File: config.mk
export PLATFORM = sky130hd
export DESIGN_NAME = router_pkt_tx_flat
export DESIGN_NICKNAME = d
export VERILOG_FILES = /design/src/rtl/router_pkt_tx_if.sv /design/src/rtl/router_pkt_tx.sv /design/src/flat_wrapper.sv
export SDC_FILE = /design/constraint.sdc
export NUM_CORES = 1
export LEC_CHECK = 0
export ABC_CLOCK_PERIOD_IN_PS = 5000
export BUFFER_PORTS_ARGS = -buffer_cell sky130_fd_sc_hd__buf_2
export CAP_MARGIN = 15
export CORE_MARGIN = 2
export CORE_UTILIZATION = 25
export DETAILED_ROUTE_END_ITERATION = 16
export GPL_TIMING_DRIVEN = 1
export PLACE_DENSITY = 0.39
export RECOVER_POWER = 50
export SLEW_MARGIN = 20
export SYNTH_ARGS = -nofsm -noshare
export SYNTH_HDL_FRONTEND = slang
export SYNTH_SLANG_ARGS = --single-unit
File: constraint.sdc
create_clock -name clk -period 5 [get_ports clk]
set_input_delay 0 -clock clk [delete_from_list [all_inputs] [get_ports clk]]
set_output_delay 0 -clock clk [all_outputs]
set_load 0.03 [all_outputs]
File: src/rtl/router_pkt_tx_if.sv
// Bundle of the payload-write, command and router-facing frame signals of
// router_pkt_tx. The master modport is the packet source itself; the slave
// modport is whatever feeds it bytes/commands and consumes the frame.
//
// Handshake: a command transfers on a rising edge where cmd_valid and
// cmd_ready are both high. cmd_ready never depends on cmd_valid. A transferred
// command is either started (header next cycle) or rejected (cmd_err next
// cycle); a command that sees cmd_ready low is simply not taken.
interface router_pkt_tx_if #(
    parameter int DEPTH = 16
) ();
    localparam int CNT_W = $clog2(DEPTH) + 1;

    // payload write side
    logic             wr_en;
    logic [7:0]       wr_data;
    logic             fifo_full;
    logic [CNT_W-1:0] fifo_count;
    logic             wr_drop;

    // command side
    logic             cmd_valid;
    logic             cmd_ready;
    logic [1:0]       cmd_dest;
    logic [3:0]       cmd_len;
    logic             cmd_bad_par;
    logic             cmd_err;

    // router side
    logic             rtr_busy;
    logic             pkt_valid;
    logic [7:0]       pkt_data;
    logic             tx_done;

    // FSM state for checkers (IDLE=0, HDR=1, DATA=2, PAR=3)
    logic [1:0]       dbg_state;

    modport master (
        input  wr_en, wr_data, cmd_valid, cmd_dest, cmd_len, cmd_bad_par, rtr_busy,
        output fifo_full, fifo_count, wr_drop, cmd_ready, cmd_err,
               pkt_valid, pkt_data, tx_done, dbg_state
    );

    modport slave (
        output wr_en, wr_data, cmd_valid, cmd_dest, cmd_len, cmd_bad_par, rtr_busy,
        input  fifo_full, fifo_count, wr_drop, cmd_ready, cmd_err,
               pkt_valid, pkt_data, tx_done, dbg_state
    );
endinterface

File: src/rtl/router_pkt_tx.sv
// Packet source for one router input port. Payload bytes are buffered in a
// circular FIFO; an accepted command emits header, LEN payload bytes and an
// XOR parity byte as one unbroken pkt_valid burst, then holds off new
// commands for GAP cycles.
module router_pkt_tx #(
    parameter int DEPTH = 16,
    parameter int GAP   = 2
) (
    input  logic            clk,
    input  logic            resetn,
    router_pkt_tx_if.master bus
);
    localparam int AW = $clog2(DEPTH);
    localparam int GW = $clog2(GAP + 1);

    typedef enum logic [1:0] {
        S_IDLE = 2'd0,
        S_HDR  = 2'd1,
        S_DATA = 2'd2,
        S_PAR  = 2'd3
    } state_e;

    // state and datapath registers
    state_e          state_q,     state_d;
    logic [AW-1:0]   wr_ptr_q,    wr_ptr_d;
    logic [AW-1:0]   rd_ptr_q,    rd_ptr_d;
    logic [AW:0]     count_q,     count_d;
    logic [GW-1:0]   gap_q,       gap_d;
    logic [3:0]      len_q,       len_d;
    logic [3:0]      sent_q,      sent_d;
    logic            bad_par_q,   bad_par_d;
    logic [7:0]      par_q,       par_d;
    logic            pkt_valid_q, pkt_valid_d;
    logic [7:0]      pkt_data_q,  pkt_data_d;
    logic            tx_done_q,   tx_done_d;
    logic            cmd_err_q,   cmd_err_d;
    logic            wr_drop_q,   wr_drop_d;

    logic [7:0]      mem_q [DEPTH];

    // combinational helpers
    logic            full;
    logic            pop;
    logic            push;
    logic            cmd_ready;
    logic            cmd_take;
    logic            cmd_reject;
    logic [AW:0]     len_ext;
    logic [7:0]      header;
    logic [7:0]      head_byte;

    assign full      = (count_q == (AW+1)'(DEPTH));
    assign head_byte = mem_q[rd_ptr_q];
    assign header    = {2'b00, bus.cmd_len, bus.cmd_dest};
    assign len_ext   = (AW+1)'(bus.cmd_len);

    // A byte leaves the FIFO on every edge that advances the frame to the
    // next payload byte: leaving HDR, and inside DATA until LEN bytes are out.
    assign pop  = (state_q == S_HDR) || ((state_q == S_DATA) && (sent_q != len_q));

    // A full FIFO still takes a byte when a pop frees a slot on the same edge.
    assign push = bus.wr_en && (!full || pop);

    // Ready is held low in reset so nothing can transfer while resetn is low.
    assign cmd_ready  = resetn && (state_q == S_IDLE) && (gap_q == '0) && !bus.rtr_busy;
    assign cmd_take   = bus.cmd_valid && cmd_ready;
    assign cmd_reject = (bus.cmd_len == 4'd0) || (bus.cmd_dest == 2'b11) ||
                        (len_ext > count_q);

    // Next-state, FIFO pointer and registered-output computation.
    always_comb begin
        state_d     = state_q;
        wr_ptr_d    = wr_ptr_q;
        rd_ptr_d    = rd_ptr_q;
        count_d     = count_q;
        gap_d       = (gap_q != '0) ? gap_q - GW'(1) : gap_q;
        len_d       = len_q;
        sent_d      = sent_q;
        bad_par_d   = bad_par_q;
        par_d       = par_q;
        pkt_valid_d = pkt_valid_q;
        pkt_data_d  = pkt_data_q;
        tx_done_d   = 1'b0;
        cmd_err_d   = 1'b0;
        wr_drop_d   = bus.wr_en && full && !pop;

        if (push) begin
            wr_ptr_d = wr_ptr_q + AW'(1);
        end
        if (pop) begin
            rd_ptr_d = rd_ptr_q + AW'(1);
        end
        case ({push, pop})
            2'b10:   count_d = count_q + (AW+1)'(1);
            2'b01:   count_d = count_q - (AW+1)'(1);
            default: count_d = count_q;
        endcase

        case (state_q)
            S_IDLE: begin
                if (cmd_take) begin
                    if (cmd_reject) begin
                        cmd_err_d = 1'b1;
                    end else begin
                        state_d     = S_HDR;
                        len_d       = bus.cmd_len;
                        bad_par_d   = bus.cmd_bad_par;
                        par_d       = header;
                        pkt_valid_d = 1'b1;
                        pkt_data_d  = header;
                    end
                end
            end
            S_HDR: begin
                state_d    = S_DATA;
                pkt_data_d = head_byte;
                par_d      = par_q ^ head_byte;
                sent_d     = 4'd1;
            end
            S_DATA: begin
                if (sent_q == len_q) begin
                    state_d    = S_PAR;
                    pkt_data_d = par_q ^ {8{bad_par_q}};
                end else begin
                    pkt_data_d = head_byte;
                    par_d      = par_q ^ head_byte;
                    sent_d     = sent_q + 4'd1;
                end
            end
            S_PAR: begin
                state_d     = S_IDLE;
                pkt_valid_d = 1'b0;
                pkt_data_d  = 8'h00;
                tx_done_d   = 1'b1;
                gap_d       = GW'(GAP);
            end
            default: begin
                state_d = S_IDLE;
            end
        endcase
    end

    // State register; synchronous active-low reset flushes the FIFO and
    // abandons any frame in flight without a tx_done.
    always_ff @(posedge clk) begin
        if (!resetn) begin
            state_q     <= S_IDLE;
            wr_ptr_q    <= '0;
            rd_ptr_q    <= '0;
            count_q     <= '0;
            gap_q       <= '0;
            len_q       <= 4'd0;
            sent_q      <= 4'd0;
            bad_par_q   <= 1'b0;
            par_q       <= 8'h00;
            pkt_valid_q <= 1'b0;
            pkt_data_q  <= 8'h00;
            tx_done_q   <= 1'b0;
            cmd_err_q   <= 1'b0;
            wr_drop_q   <= 1'b0;
        end else begin
            state_q     <= state_d;
            wr_ptr_q    <= wr_ptr_d;
            rd_ptr_q    <= rd_ptr_d;
            count_q     <= count_d;
            gap_q       <= gap_d;
            len_q       <= len_d;
            sent_q      <= sent_d;
            bad_par_q   <= bad_par_d;
            par_q       <= par_d;
            pkt_valid_q <= pkt_valid_d;
            pkt_data_q  <= pkt_data_d;
            tx_done_q   <= tx_done_d;
            cmd_err_q   <= cmd_err_d;
            wr_drop_q   <= wr_drop_d;
        end
    end

    // Payload storage write port; contents need no reset since count gates reads.
    always_ff @(posedge clk) begin
        if (resetn && push) begin
            mem_q[wr_ptr_q] <= bus.wr_data;
        end
    end

    assign bus.fifo_full  = full;
    assign bus.fifo_count = count_q;
    assign bus.wr_drop    = wr_drop_q;
    assign bus.cmd_ready  = cmd_ready;
    assign bus.cmd_err    = cmd_err_q;
    assign bus.pkt_valid  = pkt_valid_q;
    assign bus.pkt_data   = pkt_data_q;
    assign bus.tx_done    = tx_done_q;
    assign bus.dbg_state  = state_q;
endmodule

File: src/flat_wrapper.sv
// flat-port wrapper written by rule: the top's interface ports become plain ports
module router_pkt_tx_flat 
#(
    parameter int DEPTH = 16,
    parameter int GAP   = 2
)
  (clk, resetn, bus_wr_en, bus_wr_data, bus_cmd_valid, bus_cmd_dest, bus_cmd_len, bus_cmd_bad_par, bus_rtr_busy, bus_fifo_full, bus_fifo_count, bus_wr_drop, bus_cmd_ready, bus_cmd_err, bus_pkt_valid, bus_pkt_data, bus_tx_done, bus_dbg_state);
  router_pkt_tx_if #(.DEPTH(DEPTH)) bus_i ();
  input  logic clk;
  input  logic resetn;
  input wire logic [$bits(bus_i.wr_en)-1:0] bus_wr_en;
  input wire logic [$bits(bus_i.wr_data)-1:0] bus_wr_data;
  input wire logic [$bits(bus_i.cmd_valid)-1:0] bus_cmd_valid;
  input wire logic [$bits(bus_i.cmd_dest)-1:0] bus_cmd_dest;
  input wire logic [$bits(bus_i.cmd_len)-1:0] bus_cmd_len;
  input wire logic [$bits(bus_i.cmd_bad_par)-1:0] bus_cmd_bad_par;
  input wire logic [$bits(bus_i.rtr_busy)-1:0] bus_rtr_busy;
  output wire logic [$bits(bus_i.fifo_full)-1:0] bus_fifo_full;
  output wire logic [$bits(bus_i.fifo_count)-1:0] bus_fifo_count;
  output wire logic [$bits(bus_i.wr_drop)-1:0] bus_wr_drop;
  output wire logic [$bits(bus_i.cmd_ready)-1:0] bus_cmd_ready;
  output wire logic [$bits(bus_i.cmd_err)-1:0] bus_cmd_err;
  output wire logic [$bits(bus_i.pkt_valid)-1:0] bus_pkt_valid;
  output wire logic [$bits(bus_i.pkt_data)-1:0] bus_pkt_data;
  output wire logic [$bits(bus_i.tx_done)-1:0] bus_tx_done;
  output wire logic [$bits(bus_i.dbg_state)-1:0] bus_dbg_state;
  assign bus_i.wr_en = bus_wr_en;
  assign bus_i.wr_data = bus_wr_data;
  assign bus_i.cmd_valid = bus_cmd_valid;
  assign bus_i.cmd_dest = bus_cmd_dest;
  assign bus_i.cmd_len = bus_cmd_len;
  assign bus_i.cmd_bad_par = bus_cmd_bad_par;
  assign bus_i.rtr_busy = bus_rtr_busy;
  assign bus_fifo_full = bus_i.fifo_full;
  assign bus_fifo_count = bus_i.fifo_count;
  assign bus_wr_drop = bus_i.wr_drop;
  assign bus_cmd_ready = bus_i.cmd_ready;
  assign bus_cmd_err = bus_i.cmd_err;
  assign bus_pkt_valid = bus_i.pkt_valid;
  assign bus_pkt_data = bus_i.pkt_data;
  assign bus_tx_done = bus_i.tx_done;
  assign bus_dbg_state = bus_i.dbg_state;
  router_pkt_tx #(.DEPTH(DEPTH), .GAP(GAP)) u_core (.clk(clk), .resetn(resetn), .bus(bus_i));
endmodule
After elaboration in Yosys (flattened, before gate mapping)
Memories as Yosys holds them, arrays and structs flattened. A register that Yosys moved wholly into a read port is not among the register bits.
Cells that the tools add are included.

word-level totals
  register bits = 46
  bits in writable memories = 128
  bits of input ports = 20
  output and inout port bits = 21
  logic and storage cells = 97
  memories = 1

memory list
  memory        words  bits a word  rd ports  clocked after memory_dff  write ports  RTL line             RTL
  u_core.mem_q  16     8            1         1                         1            router_pkt_tx.sv:39  logic [7:0] mem_q [DEPTH];

cells by class
  add/subtract/negate cells = 6
  magnitude comparators = 1
  eq/ne operators = 13
  mux-type cells = 24
  bitwise gates (word level) = 4
  reductions and logical operators = 33

operator list
  kind                                                                number
  8-bit 2-to-1 mux                                                    4
  8-bit case mux with 4 select lines                                  1
  8-bit case mux with 3 select lines                                  1
  8-bit bitwise XOR                                                   2
  4-bit by 1-bit adder with 4-bit output, second input constant       3
  4-bit 2-to-1 mux                                                    3
  3-bit AND reduction                                                 4
  2-bit 2-to-1 mux                                                    5
  5-bit case mux with 2 select lines                                  1
  2-bit nonzero test                                                  5
  1-bit logical AND                                                   9
  2-bit == test, second input constant                                4
  2-bit case mux with 4 select lines                                  1
  4-bit case mux with 2 select lines                                  1
  1-bit 2-to-1 mux                                                    6
  2-bit != test, second input constant                                3
  5-bit by 1-bit adder with 5-bit output, second input constant       1
  5-bit == test, second input constant                                1
  4-bit by 5-bit greater-than comparator with 1-bit output            1
  5-bit by 1-bit subtractor with 5-bit output, second input constant  1
  2-bit by 1-bit == test with 1-bit output, second input constant     2
  4-bit == test                                                       1
  2-bit logical NOT                                                   2
  4-bit logical NOT                                                   1
  11 further kinds                                                    18

Depth between registers and ports, before layout
  depth in word-level cells = 8
  gate-level depth with buffers = 11
  depth with buffers taken out = 11

Least setup slack after synthesis
Ideal clock, no wire load.

  path kind = register -> register
  start point = reg u_core.state_q[0] (netlist: u_core.bus.dbg_state[0])
  end point = reg u_core.count_q[4] (netlist: u_core.bus.fifo_count[4])
  setup time = 0.128 ns
  arrival time = 2.514 ns
  required time = 4.872 ns
  path slack = 2.358 ns
  cell stages (with the launch flop) = 12
  path through = dfxtp_1 -> inv_1 -> ha_1 -> o41a_4 -> o21ai_1 -> inv_1 -> ha_1 -> a21o_1 -> a21oi_1 -> mux2i_1 -> xnor2_1 -> nor2_1

between the ends
  longest elaborated chain between the ends = 7
  elaborated cells between the ends (all ways) = 10
  those cells by class = eq/ne: 4; mux: 1; reduce/logical: 5

RTL lines
  element                                                                           RTL line              RTL
  from (decl)                                                                       router_pkt_tx.sv:24   state_e state_q, state_d;
  from (signal assigned)                                                            router_pkt_tx.sv:162  state_q <= state_d;
  2-bit == test                                                                     router_pkt_tx.sv:59   assign pop = (state_q == S_HDR) || ((state_q == S_DATA) && (sent_q != len_q));
  1-bit logical AND                                                                 router_pkt_tx.sv:59
  1-bit logical OR *                                                                router_pkt_tx.sv:59
  1-bit logical OR                                                                  router_pkt_tx.sv:62   assign push = bus.wr_en && (!full || pop);
  1-bit logical AND                                                                 router_pkt_tx.sv:62
  2-bit by 1-bit == test with 1-bit output / 2-bit == test (equally long branches)  router_pkt_tx.sv:93   case ({push, pop})
  5-bit case mux with 2 select lines / 2-bit nonzero test (equally long branches)   n/a
  to (signal assigned)                                                              router_pkt_tx.sv:165  count_q <= count_d;
  to (decl)                                                                         router_pkt_tx.sv:27   logic [AW:0] count_q, count_d;

Mark *: on every way between the ends. The rest lies on a longest branch, timed or not.
A chain may end at the register's enable or synchronous reset.

Final worst setup path
  start point = reg u_core.state_q[0] (netlist: u_core.bus.dbg_state[0])
  end point = mem u_core.mem_q[1][0], enable pin

between the ends
  longest elaborated chain between the ends = 8
  elaborated cells between the ends (all ways) = 9
  those cells by class = eq/ne: 2; mux: 2; reduce/logical: 5

RTL lines
  element                                   RTL line              RTL
  2-bit == test                             router_pkt_tx.sv:59
  1-bit logical AND                         router_pkt_tx.sv:59
  1-bit logical OR *                        router_pkt_tx.sv:59
  1-bit logical OR *                        router_pkt_tx.sv:62
  1-bit logical AND *                       router_pkt_tx.sv:62
  1-bit logical AND *                       router_pkt_tx.sv:181  if (resetn && push) begin
  1-bit 2-to-1 mux *                        router_pkt_tx.sv:181
  1-bit 2-to-1 mux (not written as such) *  router_pkt_tx.sv:182  mem_q[wr_ptr_q] <= bus.wr_data;
  to (decl)                                 router_pkt_tx.sv:39

Marks and branches as above.

==> impl_metrics.py <==
metrics = {
    "status": {
        "status": "finished, final reports clean",
    },
    "die": {
        "ioPinCount": 41,
        "die_x_um": 180.6,
        "initial_core_util": 0.2541,
        "row_count": 64,
        "die_h_um": 180.6,
        "die_area_sq_um": 32600,
        "core_sq_um": 30670,
    },
    "yosys": {
        "post-synth-top-area-fraction": 0.4933,
        "synth.top_cells.by_area": "edfxtp_1, dfxtp_1, mux4_1",
        "synthArstFlopShare": 0,
        "synth_area_sq_um": 7792,
        "seq_area_frac_synth": 0.6217,
        "synth_area_leader_cell": "edfxtp_1",
        "syn-num-nets": 568,
        "synth_commonest_cells": "edfxtp_1, dfxtp_1, nor2_1",
        "ys_types": 56,
        "postSynthCellCount": 529,
        "postSynthAreaPerCell_sq_um": 14.73,
        "yosysWarningCount": 0,
        "yosysMostFrequentCell": "edfxtp_1",
        "synth_edf_count": 128,
        "synth-seq-cells": 178,
        "synthFlopType": "edfxtp_1",
    },
    "pwr": {
        "power.leakage_uw": 0.003029,
        "internal-power_uw": 2437,
        "switchingPower_uw": 864.5,
        "power.density_nw_per_um2": 362.4,
        "p_sw_frac": 0.2618,
        "power_frac_clock": 0.413,
        "total_power_uw": 3302,
        "power_frac_seq": 0.496,
        "comb_power_share": 0.091,
        "peakVddDrop_uv": 260.5,
    },
    "global_routing": {
        "overflow": 0,
        "antenna_found_initial": 0,
        "grt_max_degree": 32,
        "grt_util_all_layers": 0.1211,
        "grt_pass1_vias": 4703,
        "grt_pass1_wl_um": 29260,
    },
    "drt": {
        "route.vias.total": 4599,
        "drt-total-wl_um": 19290,
        "drtAntennaViolNets": 0,
        "dr.pass1.iters": 4,
        "vias_per_cell": 4.590,
        "route.detailed.wl_per_inst_um": 19.25,
        "first_iter_violations": 357,
        "drc": 0,
    },
    "cts": {
        "cts.sinks": 178,
        "cts_buffer_depth": 2,
        "cts_root_buf": "clkbuf_16",
        "ctsResizeCount": 0,
        "clk-insertion-delay-late_ps": 440,
        "cts_tree": "yes",
        "cts_made_buffers": 17,
        "path_clk_slew_ps": 70,
        "h-tree-depth": 4,
    },
    "critical_path": {
        "crit_arrival_ps": 3510,
        "crit_type": "reg2reg",
        "critPathMaxStageDelay_ps": 710,
        "required_ps": 5060,
        "start_kind": "register",
        "crit_path_cell_trace": "inv_1 > ha_1 > o41a_2 > or2_0 > o21ai_0 > or3_1 > nor2_1",
        "critPathCaptureType": "register",
        "crit_fanout": 12,
        "critPathSlowestCell": "nor2_1",
    },
    "sta": {
        "slew_headroom": 0.3339,
        "setup_ws_ps": 1547,
        "finClkSkew_ps": 15.26,
        "worst_pin_slew_ps": 995.5,
        "rsz0062_at_grt": "no",
        "hold_viol_final": 0,
        "fmaxAchievable_mhz": 289.6,
        "final-setup-viol-count": 0,
        "drv_slew": 0,
        "hold_ws_ps": 60.78,
        "period_minus_slack_ps": 3453,
        "tns_ps": 0,
        "finalCritPeriodShare": 0.6906,
    },
    "finish": {
        "area_growth_syn_to_layout_pct": 16.92,
        "drive_above_1_share": 0.1370,
        "nFillCells": 3057,
        "utilization": 0.2971,
        "nNetsFinal": 632,
        "diodes": 0,
    },
    "placed_design": {
        "dp_slack_ps": 2070,
        "place.gp.congestion": 0.7352,
        "io_buffer_count": 40,
        "place_hpwl_um": 12990,
    },
    "worst_hold_path": {
        "hold_class": "in2reg",
    },
    "job": {
        "drv_cap": 0,
    },
}
[sequential cells by signal (all words and copies together), names as in the netlist, named ones only]
| signal | count |
|---|---|
| u_core.bus.pkt_valid | 1 |
| u_core.bus.pkt_data | 8 |
| u_core.bus.tx_done | 1 |
| u_core.sent_q | 4 |
| u_core.bus.wr_drop | 1 |
| u_core.gap_q | 2 |
| u_core.par_q | 8 |
| u_core.bus.dbg_state | 2 |
| u_core.wr_ptr_q | 4 |
| u_core.bus.cmd_err | 1 |
| u_core.mem_q | 128 |
| u_core.bad_par_q | 1 |
| u_core.bus.fifo_count | 5 |
| u_core.len_q | 4 |
| u_core.rd_ptr_q | 4 |
[power by group through the flow]
| stage | logic [uW] | registers, uW | clock network (uW) |
|---|---|---|---|
| finish | 300 | 1640 | 1360 |
| global route | 332 | 1640 | 1450 |
| CTS | 310 | 1640 | 1410 |
| detailed placement | 297 | 1670 | 0 |
| global placement | 292 | 1670 | 0 |
| floorplan | 188 | 1680 | 0 |
[metrics by stage]
step                      std cells  instance area (sq um)
after floorplan                 529                   7792
after global placement          952                   8359
after detailed placement        952                   8368
after CTS                      1002                   9156
after global routing           1002                   9111
final                          1002                   9111
[layer usage]
layer,GRT usage,vias to the layer above,share of wire
met5,0,-,0
met4,0.03645,0,0.013
met3,0.02708,19,0.030
met2,0.2026,91,0.49
met1,0.1565,2332,0.46
li1,-,2157,-
[cell usage in the layout (no fill, tap or decap), types with 4 or more instances in the layout]
master,n
inv_1,20
edfxtp_1,128
mux4_2,16
o2111a_1,5
ha_1,18
buf_2,11
dfxtp_1,49
inv_8,4
xnor2_1,8
a22oi_1,9
nor4_1,4
o21ai_1,14
a21oi_1,23
clkbuf_1,29
nand3b_1,9
a221oi_1,4
dlygate4sd3_1,18
nor2b_1,11
mux2i_1,16
clkbuf_16,17
mux4_1,18
nor2_1,40
nand3_1,11
o21ai_0,10
xor2_1,14
nand2_1,28
buf_4,10
nor2_2,4
inv_6,4
[what timing repair did]
action                     CTS  global route
setup endpoints to repair    0             0
hold endpoints to repair   139             0
setup buffers                0             0
hold buffers                18             0
[critical path, delay by kind of cell, from the launching register on]
family	cells	cell delay [ps]
AOI/OAI and AO/OA	2	550
buffers and inverters	1	120
adders and majority gates	1	280
and+or+nand+nor	3	1770
DFF	1	350
[cell type report]
class,instances,area (sq um),area share
Timing Repair Buffer,68,419.2,0.04600
Clock inverter,15,182.7,0.02005
Inverter,22,82.58,0.009063
Sequential cell,178,4846,0.5319
Tap cell,396,495.5,0.05438
Clock buffer,17,425.4,0.04669
Multi-Input combinational cell,306,2660,0.2920
[cells by family (layout without fill, tap and decap cells)]
| kind of cell | count (synthesis) | after routing | share of synthesized area |
|---|---|---|---|
| XOR/XNOR | 22 | 22 | 0.02473 |
| buffers and inverters | 45 | 122 | 0.03677 |
| multiplexers | 50 | 50 | 0.1275 |
| adder cells (fa/ha/maj) | 19 | 19 | 0.03147 |
| flip-flops | 178 | 178 | 0.6217 |
| AND/OR/NAND/NOR | 133 | 133 | 0.08863 |
| AO/OA/AOI/OAI | 82 | 82 | 0.06920 |
[worst paths after layout]
| check | from | end | slack, ps | cells after the start |
|---|---|---|---|---|
| max | u_core.bus.dbg_state[0] | u_core.mem_q[1][0] | 1550 | 7 |
| min reg2reg | u_core.bus.pkt_data[7] | u_core.bus.pkt_data[7] | 490 | 2 |
| max reg2reg | u_core.bus.dbg_state[0] | u_core.mem_q[1][0] | 1550 | 7 |
| min | resetn | u_core.par_q[7] | 60 | 2 |
Power figures use the tool's default switching activity.
